<file path="config.mk">
export PLATFORM = sky130hd
export DESIGN_NAME = beam_thresh_loader
export DESIGN_NICKNAME = d
export VERILOG_FILES = /design/src/rtl/beam_thresh_loader.sv
export SDC_FILE = /design/constraint.sdc
export NUM_CORES = 1
export LEC_CHECK = 0
export CAP_MARGIN = 10
export CORE_MARGIN = 4
export CORE_UTILIZATION = 45
export CTS_BUF_LIST = sky130_fd_sc_hd__clkbuf_4
export DETAILED_ROUTE_END_ITERATION = 6
export PLACE_DENSITY = 0.81
export SLEW_MARGIN = 10
export SYNTH_ARGS = -nofsm -noshare
export SYNTH_HDL_FRONTEND = slang
export SYNTH_SLANG_ARGS = --single-unit
export TNS_END_PERCENT = 100
</file>
<file path="constraint.sdc">
create_clock -name clk_i -period 1.64 [get_ports clk_i]
set_input_delay 0.246 -clock clk_i [delete_from_list [all_inputs] [get_ports clk_i]]
set_output_delay 0.246 -clock clk_i [all_outputs]
set_load 0.05 [all_outputs]
</file>
<file path="src/rtl/beam_thresh_loader.sv">
// Per-beam threshold shadow bank with a sequenced commit: one beam per cycle on a shared bus,
// then a common update strobe. Optional readback port set enabled by BEAM_THRESH_READBACK_EN.
module beam_thresh_loader #(
  parameter int unsigned NBEAMS         = 2,
  parameter logic [17:0] DEFAULT_THRESH = 18'd4095,
  parameter bit          LOAD_ON_RESET  = 1'b1,
  parameter int unsigned AW             = (NBEAMS > 1) ? $clog2(NBEAMS) : 1
) (
  input  logic              clk_i,
  input  logic              rst_i,
  input  logic              wr_i,
  input  logic              wr_all_i,
  input  logic [AW-1:0]     wr_addr_i,
  input  logic [17:0]       wr_data_i,
  input  logic              commit_i,
  output logic [17:0]       thresh_o,
  output logic [NBEAMS-1:0] thresh_ce_o,
  output logic              update_o,
  output logic              busy_o,
  output logic              done_o
`ifdef BEAM_THRESH_READBACK_EN
  ,
  input  logic [AW-1:0]     rd_addr_i,
  output logic [17:0]       rd_data_o,
  output logic [NBEAMS-1:0] loaded_o
`endif
);

  localparam int unsigned IW = (NBEAMS > 1) ? $clog2(NBEAMS) : 1;
  localparam logic [IW-1:0] LastIdx = IW'(NBEAMS - 1);

  typedef enum logic [1:0] {StIdle, StLoad, StUpdate} state_e;

  state_e            state, state_next;
  logic [IW-1:0]     idx, idx_next;
  logic              pending, pending_next;
  logic              auto_commit;
  logic [17:0]       shadow [NBEAMS];
  logic [NBEAMS-1:0] wr_hit;
  logic [NBEAMS-1:0] ce_next;
  logic [17:0]       sel_thresh;

  always_comb begin
    wr_hit = '0;
    for (int k = 0; k < int'(NBEAMS); k++) begin
      wr_hit[k] = wr_i & (wr_all_i | (wr_addr_i == AW'(k)));
    end
  end

  always_comb begin
    state_next   = state;
    idx_next     = idx;
    pending_next = pending;
    case (state)
      StIdle: begin
        if (commit_i || auto_commit) begin
          state_next = StLoad;
          idx_next   = '0;
        end
      end
      StLoad: begin
        pending_next = pending | commit_i;
        if (idx == LastIdx) begin
          state_next = StUpdate;
        end else begin
          idx_next = idx + IW'(1);
        end
      end
      StUpdate: begin
        // A commit landing in the update cycle chains straight into the next pass.
        pending_next = 1'b0;
        if (pending || commit_i) begin
          state_next = StLoad;
          idx_next   = '0;
        end else begin
          state_next = StIdle;
        end
      end
      default: begin
        state_next = StIdle;
      end
    endcase
  end

  // Bus value and CE are selected from the pre-write shadow for the beam loaded on this edge.
  always_comb begin
    sel_thresh = '0;
    ce_next    = '0;
    for (int k = 0; k < int'(NBEAMS); k++) begin
      if (idx_next == IW'(k)) begin
        sel_thresh = shadow[k];
        ce_next[k] = (state_next == StLoad);
      end
    end
  end

  always_ff @(posedge clk_i) begin
    if (rst_i) begin
      state       <= StIdle;
      idx         <= '0;
      pending     <= 1'b0;
      auto_commit <= LOAD_ON_RESET;
      thresh_o    <= '0;
      thresh_ce_o <= '0;
      update_o    <= 1'b0;
      done_o      <= 1'b0;
      busy_o      <= 1'b0;
      for (int k = 0; k < int'(NBEAMS); k++) begin
        shadow[k] <= DEFAULT_THRESH;
      end
    end else begin
      state       <= state_next;
      idx         <= idx_next;
      pending     <= pending_next;
      auto_commit <= 1'b0;
      thresh_ce_o <= ce_next;
      update_o    <= (state_next == StUpdate);
      done_o      <= (state_next == StUpdate);
      busy_o      <= (state_next != StIdle);
      if (state_next == StLoad) begin
        thresh_o <= sel_thresh;
      end
      for (int k = 0; k < int'(NBEAMS); k++) begin
        if (wr_hit[k]) begin
          shadow[k] <= wr_data_i;
        end
      end
    end
  end

`ifdef BEAM_THRESH_READBACK_EN
  logic [17:0] rd_sel;

  always_comb begin
    rd_sel = '0;
    for (int k = 0; k < int'(NBEAMS); k++) begin
      if (rd_addr_i == AW'(k)) begin
        rd_sel = shadow[k];
      end
    end
  end

  // A write to a beam invalidates its loaded flag even if it is being loaded on the same edge.
  always_ff @(posedge clk_i) begin
    if (rst_i) begin
      rd_data_o <= '0;
      loaded_o  <= '0;
    end else begin
      rd_data_o <= rd_sel;
      loaded_o  <= (loaded_o | ce_next) & ~wr_hit;
    end
  end
`endif

endmodule

</file>
==> impl_metrics.csv <==
group,metric,value,unit
sta,finalWorstSetupSlack,-0.0301,ns
yosys,synth_area_leader_cell,"sky130_fd_sc_hd__edfxtp_1",
routing,detail-route-antenna-nets,0,
die,start_util,46.3,%
sta,maxClockFrequency,599,MHz
flow_run,maxCapViolations,0,
die,core,6350,um^2
placed_design,gp_congestion,0.766,
sta,finalHoldViolCount,0,
finish,fraction_of_final_layout_cells_with_drive_strength_greater_than_1,33.0,%
placed_design,dpl.hpwl,4290,um
die,pin_count,47,
die,row_count,29,
finish,ff_latch_area,1630,um^2
sta,finalSetupViolCount,10,
yosys,syn-mean-instance-area,11.7,um^2
yosys,synth.most_common_cell,"sky130_fd_sc_hd__edfxtp_1",
sta,fin_skew,0.0121,ns
clock_tree,path_clk_slew,0.11,ns
finish,fin_nets,338,
yosys,synth_edf_count,36,
power_and_ir_drop,sw_frac_of_total,33.0,%
yosys,post_synth_main_area_contributors,"sky130_fd_sc_hd__edfxtp_1, sky130_fd_sc_hd__dfxtp_1, sky130_fd_sc_hd__o211a_1, sky130_fd_sc_hd__o32ai_1, sky130_fd_sc_hd__a21boi_0",
yosys,mappedNetlistNets,279,
sta,relative_slew_slack,74.4,%
setup_path,worst-path-max-fanout,18,
power_and_ir_drop,power.net_switching,1.41,mW
clock_tree,cts_tree,"done",
power_and_ir_drop,seqPwrFrac,46.0,%
finish,layoutNonFillerInstCount,392,
routing,finalWirelength,6640,um
yosys,yosys.area.top_type_share,36.8,%
setup_path,timing_worst_setup_path_type,"reg -> reg",
die,fp.dieArea,7890,um^2
routing,routedWlPerCell,16.9,um
die,chipWidth,88.8,um
yosys,synth_area,2940,um^2
global_route,global_route.usage.total,17.2,%
sta,layout_min_cycle_time,1.67,ns
sta,rsz0062_at_grt,"yes",
setup_path,cp-start-kind,"register",
sta,post-route-period-util,102,%
power_and_ir_drop,clockPowerShare,23.5,%
yosys,async_flop_share,0,%
global_route,grt_pass1_vias,2091,
clock_tree,insertion_delay,0.42,ns
power_and_ir_drop,combinationalPowerShare,30.4,%
clock_tree,cts.path.max_buffers,2,
power_and_ir_drop,power.total,4.26,mW
setup_path,worst_endpoint_data_arrival_time,1.97,ns
yosys,synth.cells.most_frequent,"sky130_fd_sc_hd__edfxtp_1, sky130_fd_sc_hd__dfxtp_1, sky130_fd_sc_hd__inv_1",
routing,drt_pass1_iterations,4,
finish,multiInputGateArea,1370,um^2
routing,drc,0,
clock_tree,postCtsHoldBufs,0,
clock_tree,htree_levels,3,
die,die_h,88.8,um
setup_path,endpoint_type_of_the_worst_setup_path,"register",
yosys,cell_count_after_synthesis,251,
placed_design,dpl.cell_count,372,
finish,n_fill_cell,477,
clock_tree,cts_root_buf,"sky130_fd_sc_hd__clkbuf_4",
min_path,holdCritPathClass,"reg -> reg",
run_status,run_status,"complete, but fails checks",
run_status,failing_checks,"negative setup slack",
sta,timing_worst_slew_pin_value,0.380,ns
yosys,postSynth.topFlopCell,"sky130_fd_sc_hd__edfxtp_1",
global_route,grt_pass1_wl,10100,um
yosys,synth.yosys.seq_area_share,55.2,%
routing,detailedRoute.firstIterationViolations,219,
power_and_ir_drop,vdd_ir_drop_max,0.576,mV
finish,antenna-diode-count,0,
power_and_ir_drop,power-per-cell-area,1060,nW/um^2
finish,areaGrowthSynthToFinish,36.8,%
global_route,grt_max_degree,39,
placed_design,buffer_ports.inserted,46,
power_and_ir_drop,leakage,1.69,nW
yosys,ys_warn_count,0,
routing,dr_total_vias,2212,
setup_path,critPathRequiredTime,1.94,ns
routing,avgViaCountPerCell,5.64,
clock_tree,cts_num_sinks,63,
power_and_ir_drop,internal-power,2.86,mW
yosys,postSynthRegisterBits,63,
clock_tree,number_of_buffers_created_by_cts,9,
global_route,grt_remaining_overflow,0,
sta,slew_violations,0,
global_route,number_of_antenna_violations_at_the_first_check_in_global_routing,0,
yosys,number_of_library_cell_types_mapped_by_synthesis,34,
## per-stage QoR
stage | TNS (ns) | worst slack [ns] | hold slack [ns] | util, % | cell area, um^2
floorplan | 0 | 0.00824 | 0.274 | - | 2960
detailed placement | -2.40 | -0.185 | 0.470 | 56.2 | 3570
global route | -1.03 | -0.0831 | 0.480 | 63.3 | 4020
CTS | -0.00704 | -0.00704 | 0.476 | 61.3 | 3890
finish | -0.150 | -0.0301 | 0.484 | 63.3 | 4020
global placement | -2.12 | -0.134 | 0.465 | 56.2 | 3570
## cells by family after synthesis
family	synth area share, %
DFF	55.2
and+or+nand+nor	10.9
AOI/OAI and AO/OA	25.9
buffers and inverters	6.30
adders and majority gates	1.70
## path summary, 6_finish.rpt
path | slack, ns | to | from | cells after the start
setup / recovery | -0.03 | thresh_o[11] | state[1] | 7
hold / removal | 0.48 | thresh_o[16] | thresh_o[16] | 2
setup reg to reg | -0.03 | thresh_o[11] | state[1] | 7
hold reg to reg | 0.48 | thresh_o[16] | thresh_o[16] | 2
## area by class of cell
cell class | instances | area share [%]
clock buffers | 9 | 1.68
clock inverters | 7 | 1.59
inverters | 20 | 1.99
multi-input cells | 145 | 34.0
flip-flops and latches | 63 | 40.5
well taps | 77 | 2.40
repair buffers | 71 | 17.9
## repair_timing
| action | in CTS | in global routing |
|---|---|---|
| setup endpoints to repair | 20 | 20 |
| buffers inserted | 2 | 0 |
| endpoints found under the hold margin | 0 | 0 |
| pin swaps | 7 | 9 |
| gates cloned | 1 | 1 |
| gates resized for setup | 33 | 19 |
## registers in the layout, indices dropped and copies added (netlist names), 2 cells and up
name and flops:
thresh_ce_o 2, shadow 36, thresh_o 18, state 2
## power groups by stage
stage / sequential (mW) / clock [mW] / combinational, mW
2_1_floorplan: 2.26 / 0 / 0.458
3_3_place_gp: 1.98 / 0 / 1.11
3_5_place_dp: 1.99 / 0 / 1.13
5_1_grt: 1.98 / 1.09 / 1.37
6_report: 1.96 / 1.00 / 1.30
4_1_cts: 1.96 / 1.03 / 1.22
## per-layer routing
layer	vias up	track usage, %	wire [um]	part of all wire (%)
met5	-	0	0	0
met3	12	3.91	378	5.7
met1	1065	21.7	2810	42
met4	0	7.97	113	1.7
li1	1065	-	-	-
met2	70	27.9	3340	50
## critical path, cell delays in order, from the launching register on
cell and delay [ns]:
sky130_fd_sc_hd__dfxtp_4 0.42, sky130_fd_sc_hd__inv_4 0.06, sky130_fd_sc_hd__ha_4 0.18, sky130_fd_sc_hd__nor2b_4 0.14
sky130_fd_sc_hd__buf_6 0.16, sky130_fd_sc_hd__o211a_1 0.25, sky130_fd_sc_hd__a211oi_2 0.20, sky130_fd_sc_hd__o32ai_1 0.12
## cells in the final DEF (no fill, tap or decap), types with 2 or more instances in the layout
cell type                          n
sky130_fd_sc_hd__o32ai_2           3
sky130_fd_sc_hd__o32ai_1          15
sky130_fd_sc_hd__and3_1           19
sky130_fd_sc_hd__o21ai_4           2
sky130_fd_sc_hd__a211oi_1          3
sky130_fd_sc_hd__a21oi_1           2
sky130_fd_sc_hd__buf_6             4
sky130_fd_sc_hd__nor2b_4           3
sky130_fd_sc_hd__inv_4             2
sky130_fd_sc_hd__and2_1            6
sky130_fd_sc_hd__nand2b_4          2
sky130_fd_sc_hd__inv_1            18
sky130_fd_sc_hd__a211oi_2         13
sky130_fd_sc_hd__clkbuf_4          9
sky130_fd_sc_hd__clkdlybuf4s50_1  23
sky130_fd_sc_hd__nand2b_1         14
sky130_fd_sc_hd__nor2_1            3
sky130_fd_sc_hd__clkinvlp_4        2
sky130_fd_sc_hd__clkinv_2          3
sky130_fd_sc_hd__o21ai_2           2
sky130_fd_sc_hd__nor2b_1           3
sky130_fd_sc_hd__o211a_1          18
sky130_fd_sc_hd__a21boi_0         18
sky130_fd_sc_hd__edfxtp_1         36
sky130_fd_sc_hd__ha_4              4
sky130_fd_sc_hd__dfxtp_1          25
sky130_fd_sc_hd__dfxtp_4           2
sky130_fd_sc_hd__buf_12            6
sky130_fd_sc_hd__a211oi_4          3
sky130_fd_sc_hd__buf_4            36
Power figures use the tool's default switching activity.
